<file path="config.mk">
export PLATFORM = sky130hd
export DESIGN_NAME = apb_spi_nor_controller
export DESIGN_NICKNAME = d
export VERILOG_FILES = /design/src/rtl/apb_spi_nor_controller.sv
export SDC_FILE = /design/constraint.sdc
export NUM_CORES = 1
export LEC_CHECK = 0
export ABC_AREA = 1
export BUFFER_PORTS_ARGS = -buffer_cell sky130_fd_sc_hd__buf_2
export CAP_MARGIN = 20
export CORE_ASPECT_RATIO = 0.7
export CORE_MARGIN = 2
export CORE_UTILIZATION = 45
export DETAILED_ROUTE_END_ITERATION = 12
export HOLD_SLACK_MARGIN = 0.1
export MAX_ROUTING_LAYER = met4
export PLACE_DENSITY = 0.69
export SLEW_MARGIN = 15
export SYNTH_ARGS = -nofsm -noshare
export SYNTH_HDL_FRONTEND = slang
export SYNTH_SLANG_ARGS = --single-unit
</file>
<file path="constraint.sdc">
create_clock -name p_clk -period 3.7 [get_ports p_clk]
set_input_delay 0.74 -clock p_clk [delete_from_list [all_inputs] [get_ports p_clk]]
set_output_delay 0.74 -clock p_clk [all_outputs]
set_load 0.01 [all_outputs]
</file>
<file path="src/rtl/apb_spi_nor_controller.sv">
// APB3 slave issuing one 8-byte byte-parallel SPI frame (cmd, 3 addr, 4 data) per access.
// Optional macro APB_SLVERR_EN adds p_slverr and rejects misaligned/out-of-range addresses.
module apb_spi_nor_controller #(
    parameter int unsigned CLK_DIV = 2,
    parameter logic [7:0]  WR_CMD  = 8'h02,
    parameter logic [7:0]  RD_CMD  = 8'h01
) (
    input  logic        p_clk,
    input  logic        p_reset,
    input  logic [31:0] p_addr,
    input  logic        p_write,
    input  logic        p_sel_x,
    input  logic        p_enable,
    input  logic [31:0] p_wdata,
    output logic [31:0] p_rdata,
    output logic        p_ready,
`ifdef APB_SLVERR_EN
    output logic        p_slverr,
`endif
    output logic [7:0]  s_mosi,
    input  logic [7:0]  s_miso,
    output logic        s_clk,
    output logic        s_css
);

    localparam int unsigned HALF = CLK_DIV / 2;
    localparam int unsigned PW   = (CLK_DIV > 2) ? $clog2(CLK_DIV) : 1;

    typedef enum logic [1:0] {IDLE, SHIFT, DONE} state_t;

    state_t         state_q, state_d;
    logic [2:0]     byte_q;
    logic [PW-1:0]  phase_q;
    logic [63:0]    frame_q;
    logic           is_rd_q;
    logic           err_q;
    logic [23:0]    rd_sh_q;
    logic [31:0]    rdata_q;
    logic           start;
    logic           bad_addr;
    logic           slot_end;
    logic           last_slot;

`ifdef APB_SLVERR_EN
    assign bad_addr = (p_addr[1:0] != 2'b00) || (p_addr[31:24] != 8'h00);
`else
    logic unused_addr_bits;
    assign unused_addr_bits = ^{p_addr[31:24], p_addr[1:0]};
    assign bad_addr = 1'b0;
`endif

    assign start     = p_sel_x & p_enable & ~p_ready;
    assign slot_end  = (phase_q == PW'(CLK_DIV - 1));
    assign last_slot = slot_end && (byte_q == 3'd7);
    assign p_rdata   = rdata_q;

    always_ff @(posedge p_clk) begin
        if (p_reset) state_q <= IDLE;
        else         state_q <= state_d;
    end

    always_comb begin
        state_d = state_q;
        s_css   = 1'b1;
        s_clk   = 1'b0;
        s_mosi  = '0;
        p_ready = 1'b0;
        case (state_q)
            IDLE: begin
                if (start) state_d = bad_addr ? DONE : SHIFT;
            end
            SHIFT: begin
                s_css  = 1'b0;
                s_clk  = (phase_q >= PW'(HALF));
                s_mosi = frame_q[63:56];
                if (last_slot) state_d = DONE;
            end
            DONE: begin
                p_ready = 1'b1;
                state_d = IDLE;
            end
            default: state_d = IDLE;
        endcase
        // Pins show reset values in every reset cycle, not just after the first edge.
        if (p_reset) begin
            s_css   = 1'b1;
            s_clk   = 1'b0;
            s_mosi  = '0;
            p_ready = 1'b0;
        end
    end

`ifdef APB_SLVERR_EN
    assign p_slverr = (state_q == DONE) && err_q && !p_reset;
`endif

    always_ff @(posedge p_clk) begin
        if (p_reset) begin
            byte_q  <= '0;
            phase_q <= '0;
            frame_q <= '0;
            is_rd_q <= 1'b0;
            err_q   <= 1'b0;
            rd_sh_q <= '0;
            rdata_q <= '0;
        end else begin
            case (state_q)
                IDLE: begin
                    if (start) begin
                        byte_q  <= '0;
                        phase_q <= '0;
                        frame_q <= {p_write ? WR_CMD : RD_CMD, p_addr[23:0],
                                    p_write ? p_wdata : 32'h0};
                        is_rd_q <= ~p_write;
                        err_q   <= bad_addr;
                    end
                end
                SHIFT: begin
                    if (slot_end) begin
                        phase_q <= '0;
                        byte_q  <= byte_q + 3'd1;
                        frame_q <= {frame_q[55:0], 8'h00};
                        // Data bytes 4..7 carry read data; the final one lands straight in p_rdata.
                        if (is_rd_q && byte_q[2]) rd_sh_q <= {rd_sh_q[15:0], s_miso};
                        if (is_rd_q && last_slot) rdata_q <= {rd_sh_q, s_miso};
                    end else begin
                        phase_q <= phase_q + 1'b1;
                    end
                end
                default: ;
            endcase
        end
    end

endmodule

</file>
After elaboration in Yosys (flattened, before gate mapping)

Cells that the tools add are included.

Reduce and logical (&&, ||, !) cells: 11
Shift-type cells: 0
Add/subtract/negate cells: 2
Bitwise logic cells: 4
$lt $le $gt $ge: 1
Eq/ne operators: 6
Mux-type cells: 22
Divide/modulo/power cells: 0
Multipliers: 0

Operator list:

| cell                                                            | count |
|---|---|
| 64-bit 2-to-1 mux                                               | 2 |
| 64-bit one-hot mux with 2 select lines                          | 1 |
| 32-bit 2-to-1 mux                                               | 1 |
| 8-bit 2-to-1 mux                                                | 2 |
| 3-bit AND reduction                                             | 3 |
| 1-bit 2-to-1 mux                                                | 8 |
| 2-bit 2-to-1 mux                                                | 3 |
| 3-bit 2-to-1 mux                                                | 2 |
| 2-bit != test, second input constant                            | 3 |
| 3-bit one-hot mux with 2 select lines                           | 1 |
| 2-bit AND reduction                                             | 3 |
| 2-bit one-hot mux with 2 select lines                           | 1 |
| 3-bit by 1-bit adder with 3-bit output, second input constant   | 1 |
| 3-bit == test, second input constant                            | 1 |
| 1-bit logical AND                                               | 3 |
| 1-bit bitwise AND                                               | 2 |
| 2-bit by 1-bit == test with 1-bit output, second input constant | 1 |
| 2-bit == test, second input constant                            | 1 |
| 2-bit logical NOT                                               | 1 |
| 1-bit inverter                                                  | 2 |
| 1-bit one-hot mux with 2 select lines                           | 1 |
| 2-bit nonzero test                                              | 1 |
| 1-bit adder, second input constant                              | 1 |
| 1-bit >= comparator, second input constant                      | 1 |

Output and inout port bits: 43
Memory bits (read-only): 0
Word-level logic and storage cells: 53
Memories kept: 0
Bits in writable memories: 0
Bits of input ports: 77
Flip-flop bits (word level): 127
Latch bits: 0

Depth between registers and ports, before layout

Word-level depth: 7
Depth in mapped cells: 9
Depth with buffers taken out: 7

Least setup slack after synthesis

OpenSTA, ideal clock, no wires.

Path type: input -> output
Start point: input p_reset
End point: output s_mosi[0]
Slack: 1.534 ns
Path buffers: 1
Stages on the path: 4
Required time: 2.960 ns
Arrival time: 1.426 ns
Cell sequence: inv_2 buf_2 nand2_1 nor2_1

Cells in the longest elaborated chain, start to end: 1

RTL lines:

| element          | line | source |
|---|---|---|
| start, declared  | 9    | `input logic p_reset,` |
| 8-bit 2-to-1 mux | 85   | `if (p_reset) begin` |
| end, declared    | 20   | `output logic [7:0] s_mosi,` |

No other way between the ends.

Worst setup path after layout

Start point: register state_q[1]
End point: output s_clk

Cells in the longest elaborated chain, start to end: 3

RTL lines:

| element                                  | line | source |
|---|---|---|
| start, declared                          | 31   | `state_t state_q, state_d;` |
| start signal, assigned                   | 59   | `else state_q <= state_d;` |
| 2-bit by 1-bit == test with 1-bit output | 68   | `case (state_q)` |
| 1-bit 2-to-1 mux                         | 68   |  |
| 1-bit 2-to-1 mux                         | 85   |  |
| end, declared                            | 22   | `output logic s_clk,` |

No other way between the ends.

==> key figures <==
Route
  – Routed wl met3: 594 µm
  – Via count: 5,590
  – # DRC: 0
  – Vias per cell: 4.75
  – Highest routed layer: met4
  – DRT iter0 DRCs: 346
  – Routed WL per cell: 11.8 µm
  – Metal2 WL: 5790 µm
  – Wire length on met1: 7390 µm
  – Routed WL: 13,900 µm
  – Drt first pass iters: 4
  – Antenna Nets Post-Route: 0

Timing
  – Fmax: 377 MHz
  – Fin crit period: 2.65 ns
  – Slew Viols, Final: 0
  – RSZ-0062 raised after global routing: false
  – Final period util: 71.6%
  – Worst-Margin Slew: 1.00 ns
  – Setup violators final: 0
  – Max-slew headroom: 33.0%
  – Setup TNS: 0 ns
  – Final Skew: 0.00587 ns
  – Final hold viol count: 0

Pwr
  – Internal power: 2.68 mW
  – Leakage: 3.47 nW
  – Worst-case vdd ir drop: 0.337 mV
  – Net Sw Power: 0.847 mW
  – Switch share: 24.0%
  – Combinational cell fraction of total power: 9.7%
  – P per Cell Area: 497 mW/mm²
  – Sequential power share: 41.1%
  – Clock power frac: 49.1%

Floorplanning
  – Die ar.: 0.0141 mm²
  – Ports: 120
  – Core ar.: 0.0126 mm²
  – Cell Rows: 34
  – Initial core utilization: 46.8%
  – Die Wd: 141 µm
  – Die Y: 99.9 µm

CTS
  – Post-CTS setup buffers: 0
  – Root Buffer: clkbuf_16
  – CTS buffer count: 17
  – Clock sink count: 127
  – CTS Buffer Depth: 2
  – CTS tree: built
  – CTS H-tree lvls: 4
  – Worst-Skew Late Latency: 0.40 ns
  – Hold buffers post-CTS: 0
  – Clk slew on worst S/H paths: 0.06 ns
  – CTS resizes: 0

Synth
  – Sequential area share after synthesis: 43.0%
  – Synth warn: 0
  – Area leader, netlist: dfxtp_1
  – Ys flop type: dfxtp_1
  – Post-synthesis net count: 1,007
  – Post-Syn Instances: 928
  – Register bit total from synthesis: 127
  – Top post-synthesis cells by area: dfxtp_1 (43%), nor2_1 (15%), nand2_1 (15%)
  – Post-synth EDFFs: 0
  – Syn_area_per_cell: 6.37 µm²
  – FFs w/ async S/R, synth: 0%
  – Synth cell count leaders: nor2_1 (240), nand2_1 (230), dfxtp_1 (127)
  – Most common cell in the netlist: nor2_1
  – Count of unique library cells instantiated by Yosys: 24
  – Area share of the largest cell type after synthesis: 43.0%
  – Post-synthesis cell area: 0.00591 mm²

Finish
  – Area growth, synth to finish: 19.8%
  – Design area: 0.00708 mm²
  – # nets final: 1,082
  – Antenna diodes: 0
  – FILL cells: 1,295
  – Share of layout cells above drive strength 1: 16.1%

Setup path
  – CP endpoint kind: output port
  – Reg2reg end: frame_q[50]$_SDFFE_PP0P_
  – FF-to-FF path depth: 7
  – CP required: 2.96 ns
  – Crit path launch type: register
  – Arrival @ worst endpoint: 1.91 ns
  – Critical path class: register to output port
  – Worst r2r src: state_q[1]$_SDFFE_PP0P_
  – CP max FO: 62
  – R2R setup slack: 1.17 ns

Global routing
  – Initial antenna violation count: 0
  – Grt ovf: 0
  – Largest net degree at the start of global routing: 70
  – Global-route wire length before repair: 23,800 µm
  – Vias in the first global route: 5,111
  – All-Layer GR Usage: 21.3%

Place
  – Port Buffers: 111
  – Dpl cell area: 0.00646 mm²
  – Gp weighted congestion: 0.780
  – Dpl hpwl: 8390 µm

Hold path
  – Worst Hold Launch: p_rdata[7]$_SDFFE_PP0P_
  – Hold path depth: 2
  – Hold EP: p_rdata[7]$_SDFFE_PP0P_
  – Hold/Removal Path Class: register to register

Status
  – Status: finished clean

Job
  – Max-Cap Viols: 0
## power groups by stage
| stage | clock network [mW] | logic [mW] | registers (mW) |
|---|---|---|---|
| floorplan | 0 | 0.261 | 1.47 |
| global placement | 0 | 0.340 | 1.48 |
| finish | 1.73 | 0.343 | 1.45 |
| detailed placement | 0 | 0.342 | 1.48 |
| global route | 1.82 | 0.396 | 1.45 |
| CTS | 1.76 | 0.345 | 1.45 |
## registers in the layout, summed over array words and instances, names as in the netlist
signal   count
state_q      2
frame_q     64
is_rd_q      1
rd_sh_q     24
p_rdata     32
phase_q      1
byte_q       3
## worst max-delay path: stages (launching register included)
cell and delay (ns):
dfxtp_1 0.42, inv_2 0.17, nand3_4 0.11, buf_4 0.57
nor2_1 0.07, buf_2 0.16
## placed cells by master (no fill, tap or decap), drive strengths merged
master and n:
buf 121, dfxtp 127, nand2 232, inv 86, nor2 241, nand3 117
clkinv 6, a21oi 12, clkinvlp 2, bufinv 3, nand3b 8, nand4 9
ha 2, nor3b 1, o21ai 25, nor3 2, clkbuf 22
## worst max-delay path by stage
stage	endpoint	slack, ns	startpoint
finish	s_clk	1.05	state_q[1]$_SDFFE_PP0P_
global route	s_clk	0.84	state_q[1]$_SDFFE_PP0P_
CTS	s_clk	1.03	state_q[1]$_SDFFE_PP0P_
detailed placement	frame_q[50]$_SDFFE_PP0P_	1.19	state_q[1]$_SDFFE_PP0P_
global placement	frame_q[26]$_SDFFE_PP0P_	1.19	state_q[1]$_SDFFE_PP0P_
floorplan	s_mosi[0]	1.53	p_reset
## cell type report
class	count	area, µm²	share of cell area [%]
clock buffer	22	484	6.84
multi-input combinational	649	2760	39.0
timing repair buffer	121	631	8.90
sequential	127	2540	35.9
tap	162	203	2.86
clock inverter	10	134	1.89
inverter	87	328	4.63
## through the flow
stage / total power, mW / setup WS, ns / util [%] / hold slack, ns / std cells
5_1_grt: 3.67 / 0.837 / 56.1 / 0.485 / 1178
3_3_place_gp: 1.82 / 1.19 / 51.2 / 0.444 / 1146
4_1_cts: 3.55 / 1.03 / 56.1 / 0.469 / 1178
3_5_place_dp: 1.82 / 1.19 / 51.2 / 0.454 / 1146
2_1_floorplan: 1.73 / 1.53 / - / 0.446 / 928
6_report: 3.52 / 1.05 / 56.1 / 0.462 / 1178
## routing by layer
metal	vias to the layer above	track usage, %
met5	-	-
met4	0	5.77
met1	2465	29.9
li1	2993	-
met2	121	31.4
met3	11	4.15
## cell families after synthesis
family	synth area share, %
AO/OA/AOI/OAI	3.13
adder cells (fa/ha/maj)	0.423
buffers and inverters	10.7
flip-flops	43.0
AND/OR/NAND/NOR	42.7
(Power assumes the default switching activity.)
